<file path="src/rtl/memory_writeback_d_ram_if.sv">
// Memory-stage instruction fields in, writeback / forwarding / retire counters out.
// The master side drives the memory stage; the slave side is the writeback stage.
interface memory_writeback_d_ram_if #(
    parameter int WIDTH = 16,
    parameter int CNT_W = 16
);
    logic             stall;
    logic             flush;
    logic             mem_ld;
    logic             mem_st;
    logic             mem_ldr;
    logic             mem_str;
    logic             mem_pre;
    logic             mem_inc;
    logic             mem_dec;
    logic [2:0]       mem_src_i;
    logic [2:0]       mem_dst_i;
    logic [WIDTH-1:0] mem_base;
    logic [WIDTH-1:0] ram_rdata;
    logic             wb_data_we;
    logic [2:0]       wb_data_idx;
    logic [WIDTH-1:0] wb_data;
    logic             wb_ptr_we;
    logic [2:0]       wb_ptr_idx;
    logic [WIDTH-1:0] wb_ptr;
    logic             fwd_valid;
    logic [2:0]       fwd_idx;
    logic [WIDTH-1:0] fwd_data;
    logic [CNT_W-1:0] ld_count;
    logic [CNT_W-1:0] st_count;

    modport master (
        output stall, flush, mem_ld, mem_st, mem_ldr, mem_str, mem_pre, mem_inc,
               mem_dec, mem_src_i, mem_dst_i, mem_base, ram_rdata,
        input  wb_data_we, wb_data_idx, wb_data, wb_ptr_we, wb_ptr_idx, wb_ptr,
               fwd_valid, fwd_idx, fwd_data, ld_count, st_count
    );

    modport slave (
        input  stall, flush, mem_ld, mem_st, mem_ldr, mem_str, mem_pre, mem_inc,
               mem_dec, mem_src_i, mem_dst_i, mem_base, ram_rdata,
        output wb_data_we, wb_data_idx, wb_data, wb_ptr_we, wb_ptr_idx, wb_ptr,
               fwd_valid, fwd_idx, fwd_data, ld_count, st_count
    );
endinterface

</file>
<file path="src/rtl/memory_writeback_d_ram.sv">
// Writeback stage after the d_ram access: one register stage, writes retire combinationally
// the next cycle; stall holds the stage and parks the load data in a hold register.
module memory_writeback_d_ram #(
    parameter int WIDTH = 16,
    parameter int STEP  = 2,
    parameter int CNT_W = 16
) (
    input  logic                      clk,
    input  logic                      rst,
    memory_writeback_d_ram_if.slave   bus
);
    typedef enum logic { LIVE = 1'b0, HELD = 1'b1 } hold_state_t;

    hold_state_t      state;
    logic [WIDTH-1:0] hold_data;

    logic             s_valid, s_ld, s_st, s_ldr, s_str, s_inc, s_dec;
    logic [2:0]       s_src, s_dst;
    logic [WIDTH-1:0] s_base;

    logic             is_load, retire, ptr_cand, conflict;
    logic [2:0]       ptr_idx;
    logic [WIDTH-1:0] load_val, ptr_val;

    // Pre and post addressing produce the same new pointer value here.
    logic unused_pre;
    assign unused_pre = bus.mem_pre;

    always_ff @(posedge clk or posedge rst) begin
        if (rst) begin
            s_valid <= 1'b0;
            s_ld    <= 1'b0;
            s_st    <= 1'b0;
            s_ldr   <= 1'b0;
            s_str   <= 1'b0;
            s_inc   <= 1'b0;
            s_dec   <= 1'b0;
            s_src   <= '0;
            s_dst   <= '0;
            s_base  <= '0;
        end else if (!bus.stall) begin
            s_valid <= (bus.mem_ld | bus.mem_st | bus.mem_ldr | bus.mem_str) & ~bus.flush;
            s_ld    <= bus.mem_ld;
            s_st    <= bus.mem_st;
            s_ldr   <= bus.mem_ldr;
            s_str   <= bus.mem_str;
            s_inc   <= bus.mem_inc;
            s_dec   <= bus.mem_dec;
            s_src   <= bus.mem_src_i;
            s_dst   <= bus.mem_dst_i;
            s_base  <= bus.mem_base;
        end
    end

    // ram_rdata is only valid the cycle after the address, so a stalled load must keep a copy.
    always_ff @(posedge clk or posedge rst) begin
        if (rst) begin
            state     <= LIVE;
            hold_data <= '0;
        end else if (bus.stall) begin
            if (state == LIVE && s_valid && is_load) begin
                state     <= HELD;
                hold_data <= bus.ram_rdata;
            end
        end else begin
            state <= LIVE;
        end
    end

    always_comb begin
        is_load  = s_ld | s_ldr;
        retire   = s_valid & ~bus.stall;
        load_val = (state == HELD) ? hold_data : bus.ram_rdata;
        ptr_cand = (s_ld | s_st) & (s_inc ^ s_dec);
        ptr_idx  = s_ld ? s_src : s_dst;
        conflict = s_ld & (ptr_idx == s_dst);
        ptr_val  = s_inc ? s_base + WIDTH'(STEP) : s_base - WIDTH'(STEP);
    end

    always_comb begin
        bus.wb_data_we  = retire & is_load;
        bus.wb_data_idx = bus.wb_data_we ? s_dst : 3'd0;
        bus.wb_data     = bus.wb_data_we ? load_val : '0;
        bus.wb_ptr_we   = retire & ptr_cand & ~conflict;
        bus.wb_ptr_idx  = bus.wb_ptr_we ? ptr_idx : 3'd0;
        bus.wb_ptr      = bus.wb_ptr_we ? ptr_val : '0;
        bus.fwd_valid   = s_valid & is_load;
        bus.fwd_idx     = bus.fwd_valid ? s_dst : 3'd0;
        bus.fwd_data    = bus.fwd_valid ? load_val : '0;
    end

    logic [CNT_W-1:0] ld_cnt, st_cnt;

    always_ff @(posedge clk or posedge rst) begin
        if (rst) begin
            ld_cnt <= '0;
            st_cnt <= '0;
        end else if (retire) begin
            if (is_load && ld_cnt != '1)
                ld_cnt <= ld_cnt + 1'b1;
            if ((s_st | s_str) && st_cnt != '1)
                st_cnt <= st_cnt + 1'b1;
        end
    end

    assign bus.ld_count = ld_cnt;
    assign bus.st_count = st_cnt;
endmodule

</file>
<file path="src/flat_wrapper.sv">
// flat-port wrapper written by rule: the top's interface ports become plain ports
module memory_writeback_d_ram_flat 
#(
    parameter int WIDTH = 16,
    parameter int STEP  = 2,
    parameter int CNT_W = 16
)
  (clk, rst, bus_stall, bus_flush, bus_mem_ld, bus_mem_st, bus_mem_ldr, bus_mem_str, bus_mem_pre, bus_mem_inc, bus_mem_dec, bus_mem_src_i, bus_mem_dst_i, bus_mem_base, bus_ram_rdata, bus_wb_data_we, bus_wb_data_idx, bus_wb_data, bus_wb_ptr_we, bus_wb_ptr_idx, bus_wb_ptr, bus_fwd_valid, bus_fwd_idx, bus_fwd_data, bus_ld_count, bus_st_count);
  memory_writeback_d_ram_if #(.WIDTH(WIDTH), .CNT_W(CNT_W)) bus_i ();
  input  logic clk;
  input  logic rst;
  input wire logic [$bits(bus_i.stall)-1:0] bus_stall;
  input wire logic [$bits(bus_i.flush)-1:0] bus_flush;
  input wire logic [$bits(bus_i.mem_ld)-1:0] bus_mem_ld;
  input wire logic [$bits(bus_i.mem_st)-1:0] bus_mem_st;
  input wire logic [$bits(bus_i.mem_ldr)-1:0] bus_mem_ldr;
  input wire logic [$bits(bus_i.mem_str)-1:0] bus_mem_str;
  input wire logic [$bits(bus_i.mem_pre)-1:0] bus_mem_pre;
  input wire logic [$bits(bus_i.mem_inc)-1:0] bus_mem_inc;
  input wire logic [$bits(bus_i.mem_dec)-1:0] bus_mem_dec;
  input wire logic [$bits(bus_i.mem_src_i)-1:0] bus_mem_src_i;
  input wire logic [$bits(bus_i.mem_dst_i)-1:0] bus_mem_dst_i;
  input wire logic [$bits(bus_i.mem_base)-1:0] bus_mem_base;
  input wire logic [$bits(bus_i.ram_rdata)-1:0] bus_ram_rdata;
  output wire logic [$bits(bus_i.wb_data_we)-1:0] bus_wb_data_we;
  output wire logic [$bits(bus_i.wb_data_idx)-1:0] bus_wb_data_idx;
  output wire logic [$bits(bus_i.wb_data)-1:0] bus_wb_data;
  output wire logic [$bits(bus_i.wb_ptr_we)-1:0] bus_wb_ptr_we;
  output wire logic [$bits(bus_i.wb_ptr_idx)-1:0] bus_wb_ptr_idx;
  output wire logic [$bits(bus_i.wb_ptr)-1:0] bus_wb_ptr;
  output wire logic [$bits(bus_i.fwd_valid)-1:0] bus_fwd_valid;
  output wire logic [$bits(bus_i.fwd_idx)-1:0] bus_fwd_idx;
  output wire logic [$bits(bus_i.fwd_data)-1:0] bus_fwd_data;
  output wire logic [$bits(bus_i.ld_count)-1:0] bus_ld_count;
  output wire logic [$bits(bus_i.st_count)-1:0] bus_st_count;
  assign bus_i.stall = bus_stall;
  assign bus_i.flush = bus_flush;
  assign bus_i.mem_ld = bus_mem_ld;
  assign bus_i.mem_st = bus_mem_st;
  assign bus_i.mem_ldr = bus_mem_ldr;
  assign bus_i.mem_str = bus_mem_str;
  assign bus_i.mem_pre = bus_mem_pre;
  assign bus_i.mem_inc = bus_mem_inc;
  assign bus_i.mem_dec = bus_mem_dec;
  assign bus_i.mem_src_i = bus_mem_src_i;
  assign bus_i.mem_dst_i = bus_mem_dst_i;
  assign bus_i.mem_base = bus_mem_base;
  assign bus_i.ram_rdata = bus_ram_rdata;
  assign bus_wb_data_we = bus_i.wb_data_we;
  assign bus_wb_data_idx = bus_i.wb_data_idx;
  assign bus_wb_data = bus_i.wb_data;
  assign bus_wb_ptr_we = bus_i.wb_ptr_we;
  assign bus_wb_ptr_idx = bus_i.wb_ptr_idx;
  assign bus_wb_ptr = bus_i.wb_ptr;
  assign bus_fwd_valid = bus_i.fwd_valid;
  assign bus_fwd_idx = bus_i.fwd_idx;
  assign bus_fwd_data = bus_i.fwd_data;
  assign bus_ld_count = bus_i.ld_count;
  assign bus_st_count = bus_i.st_count;
  memory_writeback_d_ram #(.WIDTH(WIDTH), .STEP(STEP), .CNT_W(CNT_W)) u_core (.clk(clk), .rst(rst), .bus(bus_i));
endmodule
</file>
<file path="config.mk">
export PLATFORM = sky130hd
export DESIGN_NAME = memory_writeback_d_ram_flat
export DESIGN_NICKNAME = d
export VERILOG_FILES = /design/src/rtl/memory_writeback_d_ram_if.sv /design/src/rtl/memory_writeback_d_ram.sv /design/src/flat_wrapper.sv
export SDC_FILE = /design/constraint.sdc
export NUM_CORES = 1
export LEC_CHECK = 0
export BUFFER_PORTS_ARGS = -buffer_cell sky130_fd_sc_hd__buf_4
export CELL_PAD_IN_SITES_DETAIL_PLACEMENT = 0
export CELL_PAD_IN_SITES_GLOBAL_PLACEMENT = 1
export CORE_MARGIN = 1
export CORE_UTILIZATION = 42
export CTS_CLUSTER_DIAMETER = 80
export DETAILED_ROUTE_END_ITERATION = 8
export PLACE_DENSITY = 0.84
export SYNTH_ARGS = -nofsm -noshare
export SYNTH_HDL_FRONTEND = slang
export SYNTH_SLANG_ARGS = --single-unit
</file>
<file path="constraint.sdc">
create_clock -name clk -period 6.1 [get_ports clk]
set_input_delay 1.22 -clock clk [delete_from_list [all_inputs] [get_ports clk]]
set_output_delay 1.22 -clock clk [all_outputs]
set_load 0.03 [all_outputs]
</file>
# ---- Word level (Yosys, flattened, before mapping)
# Index checks and enable logic that the tools add are counted.
dict set report classes {
  addsub 4
  eq_ne 4
  muxes 11
  bitwise_logic 19
  n_reduce_logical 7
}
# cell n
set op_table {}
lappend op_table {{two-way mux 16 bit} 5}
lappend op_table {{adder 16 x 1 -> 16 bit (second input constant)} 2}
lappend op_table {{inequality test 16 bit (second input constant)} 2}
lappend op_table {{adder 16 x 2 -> 16 bit (second input constant)} 1}
lappend op_table {{subtractor 16 x 2 -> 16 bit (second input constant)} 1}
lappend op_table {{two-way mux 3 bit} 4}
lappend op_table {{AND 1 bit} 8}
lappend op_table {{bitwise OR 1 bit} 6}
lappend op_table {{AND reduction 2 bit} 3}
lappend op_table {{logical AND 1 bit} 4}
lappend op_table {{inverter 1 bit} 4}
lappend op_table {{equality test 3 bit} 1}
lappend op_table {{two-way mux 1 bit} 2}
lappend op_table {{inequality test 2 x 1 -> 1 bit (second input constant)} 1}
lappend op_table {{XOR 1 bit} 1}
dict set report word_totals {
  reg_bits 78
  in_bits 49
  output_inout_bits 92
}

# ---- Depth between registers and ports, before layout
dict set report logic_depth {
  word_depth 6
  ltp_mapped 8
}

# ---- Worst setup path after synthesis
# Ideal clock, no wire load.
dict set report synth_path {
  path_type {input -> output}
  startpoint {input port bus_stall}
  endpoint {output port bus_wb_ptr[15]}
  arrival_time_ps 2717
  t_required_ps 4880
  slack_ps 2163
  cell_stages 6
  path_buffers 2
  path_cell_list {buf_2 nor2b_4 o211ai_1 or2_1 buf_2 nor3b_1}
}
dict set report synth_via {
  elab_chain_cells 5
}
# element line_no
set synth_lines {}
lappend synth_lines {{start, declared} flat_wrapper.sv:12} ;# input wire logic [$bits(bus_i.stall)-1:0] bus_stall;
lappend synth_lines {{inverter 1 bit} memory_writeback_d_ram.sv:72} ;# retire = s_valid & ~bus.stall;
lappend synth_lines {{AND 1 bit} memory_writeback_d_ram.sv:72}
lappend synth_lines {{AND 1 bit (2 in a row)} memory_writeback_d_ram.sv:84} ;# bus.wb_ptr_we = retire & ptr_cand & ~conflict;
lappend synth_lines {{two-way mux 16 bit} memory_writeback_d_ram.sv:86} ;# bus.wb_ptr = bus.wb_ptr_we ? ptr_val : '0;
lappend synth_lines {{end, declared} flat_wrapper.sv:30} ;# output wire logic [$bits(bus_i.wb_ptr)-1:0] bus_wb_ptr;
# No other way between the ends.

# ---- Worst setup path in the final report
dict set report layout_path {
  startpoint {register u_core.s_inc}
  endpoint {output port bus_wb_ptr[14]}
}
dict set report layout_via {
  elab_chain_cells 5
  elab_cells_between_ends 6
  cone_classes {mux: 2; bitwise: 4}
}
# element line_no
set layout_lines {}
lappend layout_lines {{start, declared} memory_writeback_d_ram.sv:17} ;# logic s_valid, s_ld, s_st, s_ldr, s_str, s_inc, s_dec;
lappend layout_lines {{start signal, assigned} memory_writeback_d_ram.sv:47} ;# s_inc <= bus.mem_inc;
lappend layout_lines {{XOR 1 bit} memory_writeback_d_ram.sv:74} ;# ptr_cand = (s_ld | s_st) & (s_inc ^ s_dec);
lappend layout_lines {{AND 1 bit} memory_writeback_d_ram.sv:74}
lappend layout_lines {{AND 1 bit (2 in a row)} memory_writeback_d_ram.sv:84}
lappend layout_lines {{two-way mux 16 bit (*)} memory_writeback_d_ram.sv:86}
# Mark *: on every way between the ends. The rest lies on a longest branch, timed or not.

==> metrics <==
status finished, final reports clean; origin of the worst min-delay path u_core.bus.st_count[15]; vias in the first global route 3387; Die Ht between 100 and 150 µm; area post-placement between 0.005 and 0.006 mm²; Worst R2R Start u_core.s_ld; number of buffers created by CTS 9; initial core utilization 0.434; PostCTS Resize Cnt 0; Rows 37; Iter 0 DRT Violations between 100 and 150; worst reg-to-reg path cell count 3; Max Cap Viol 0; Synth Cell Area about 0.0045 mm²; sum of negative setup slack 0 ns; register area share after synthesis 0.436; Placer Congestion approximately 0.82; Slew HR 0.327; first-pass GRT wire length between 15000 and 20000 µm; r2r setup slk 3.95 ns; reg2reg end u_core.hold_data[12]; Worst-Skew Late Latency roughly 0.35 ns; maximum clock rate roughly 230 MHz; H-tree levels 3; Clk pwr share 0.234; CTS tree built; Worst VDD drop around 0.20 mV; clk root buf clkbuf_8; GRT overflow 0; drt wl/cell 14.7 µm; Mapped Cells about 400; final hold vios 0; CTS Sinks between 70 and 80; Post-CTS Setup Repair Bufs 0; Design Area, Final 0.00583 mm²; skew final approximately 0.016 ns; Logic pwr share 0.345; Reg power frac 0.421; Critical Path Source Type flip-flop; critical path required time between 4 and 5 ns; num ports 141; commonest register cell after synthesis dfrtp_1; Tmin final 4.37 ns; fraction of layout cells with a size suffix above 1 0.416; Worst-path clk slew about 0.090 ns; CP arrival 3.15 ns; pwr/cell area between 200 and 300 mW/mm²; DRC 0; Slew @ Worst Pin 1.01 ns; Psw ~0.59 mW; routed vias/inst approximately 5.1; hold_buf cts 0; WHS Endpoint u_core.bus.st_count[15]; syn nets ~480; Hold Path Class reg2reg; Async SR Flop Fraction 1.00; # setup viols final 0; diodes inserted 0; Final Cycle Share 0.716; Post-DRT Antenna Nets 0; Die ar. 0.0111 mm²; Leak ~2.7 nW; Mapped Avg Cell Area around 11 µm²; Tot GR Track Use 0.186; Yosys top cell area share 0.436; Final nets between 600 and 700; ranking of synthesized cells by area dfrtp_1, mux2_2, xnor2_1; switching fraction of total power 0.361; top-count cell post-synth dfrtp_1; post-synthesis cell type count between 60 and 70; core area between 0.01 and 0.015 mm²; Yosys reg bits 78; Ys Warns 0; number of flops mapped to enable cells by yosys 0; fin. max-slew vios 0; dpl hpwl around 7300 µm; Worst Hold Depth 1; initial antenna violation count 0; CP Capture Type primary output; crit-path max FO 14; largest net degree at the start of global routing 79; RSZ-0062 raised after global routing no; Port Buf Inserts between 100 and 150; DR pass1 iterations 4; dominant cell type by area after synthesis dfrtp_1; Die Wd about 110 µm; Post-synth top cells dfrtp_1, nor2_1, mux2_2; CTS Buffer Depth 2; Cell Int Power about 1.0 mW; WS Path Type reg2out; Post-Route WL approximately 10000 µm; Area Overhead vs Synth 30.3%; vias between 3k and 4k
-- cell families after synthesis --
| kind of cell | Yosys count | synth area share |
|---|---|---|
| DFF | 78 | 0.436 |
| AOI/OAI and AO/OA | 40 | 0.0758 |
| muxes | 67 | 0.163 |
| and+or+nand+nor | 146 | 0.175 |
| xor gates and xnor gates | 41 | 0.0802 |
| adders and majority gates | 16 | 0.0464 |
| buffers and inverters | 23 | 0.0235 |
-- registers in the layout, summed over array words and instances, names as in the netlist --
| register | flops |
|---|---|
| u_core.bus.ld_count | 16 |
| u_core.bus.st_count | 16 |
| u_core.hold_data | 16 |
| u_core.s_base | 16 |
| u_core.s_dst | 3 |
| u_core.s_src | 3 |
| u_core.s_dec | 1 |
| u_core.s_inc | 1 |
| u_core.s_ld | 1 |
| u_core.s_ldr | 1 |
| u_core.s_st | 1 |
| u_core.s_str | 1 |
| u_core.s_valid | 1 |
| u_core.state | 1 |
-- worst max-delay path, cell delays in order, from the launching register on --
cell      delay, ns
dfrtp_1        0.43
inv_1          0.38
ha_1           0.38
a21oi_1        0.26
o21ai_0        0.27
a221oi_1       0.34
a21boi_0       0.28
mux2i_1        0.27
buf_4          0.20
-- area by class of cell --
class,instances,area [µm²]
clock buffers,10,128
clock inverters,6,62.6
fillers,922,4490
inverters,10,43.8
multi-input cells,310,2420
flip-flops and latches,78,1950
well taps,136,170
repair buffers,141,1060
-- cell usage in the layout, fill, tap and decap left out, types with 2 or more instances in the layout --
cell,instances
inv_1,7
nand3_1,9
o21ai_1,2
nor3_1,2
nand4_1,14
and2_1,9
and3_1,5
buf_4,141
and3_4,2
a21boi_0,2
xnor2_1,30
clkbuf_8,9
dfrtp_1,78
nor2_2,2
o21a_1,3
nor3_2,3
clkinv_2,3
nor3b_1,2
xor2_1,11
clkinvlp_4,3
nor4_1,2
a21o_1,4
mux2_2,46
a21oi_1,10
and3_2,2
nor2_1,55
ha_1,15
nand2_1,24
mux2i_1,21
o211ai_1,2
o21ai_0,4
-- stage by stage --
stage	power [mW]	hold WS (ns)	instances	util	worst slack, ns
final	1.64	0.501	691	0.565	1.73
after global routing	1.73	0.515	691	0.565	1.49
after CTS	1.66	0.504	691	0.565	1.68
after detailed placement	1.27	0.485	675	0.547	1.93
after global placement	1.25	0.478	675	0.547	1.95
after floorplan	1.08	0.471	411	-	2.16
-- worst max-delay path by stage --
| stage | start | to | slack (ns) |
|---|---|---|---|
| global placement | bus_stall | bus_wb_ptr[12] | 1.95 |
| CTS | u_core.s_inc | bus_wb_ptr[14] | 1.68 |
| floorplan | bus_stall | bus_wb_ptr[15] | 2.16 |
| finish | u_core.s_inc | bus_wb_ptr[14] | 1.73 |
| global route | u_core.s_inc | bus_wb_ptr[14] | 1.49 |
| detailed placement | bus_stall | bus_wb_ptr[12] | 1.93 |
-- per-layer routing --
layer	vias to the layer above	GRT usage	wire [µm]
li1	1729	-	-
met1	1672	0.250	4730
met2	98	0.297	4670
met3	12	0.0451	617
met4	0	0.0573	116
met5	-	0	0
-- power groups by stage --
stage	Sequential, mW	Clock (mW)	Combinational (mW)
4_1_cts	0.687	0.397	0.571
3_3_place_gp	0.693	0	0.559
6_report	0.688	0.383	0.565
5_1_grt	0.703	0.418	0.612
2_1_floorplan	0.736	0	0.344
3_5_place_dp	0.697	0	0.569
Power figures use the tool's default switching activity.
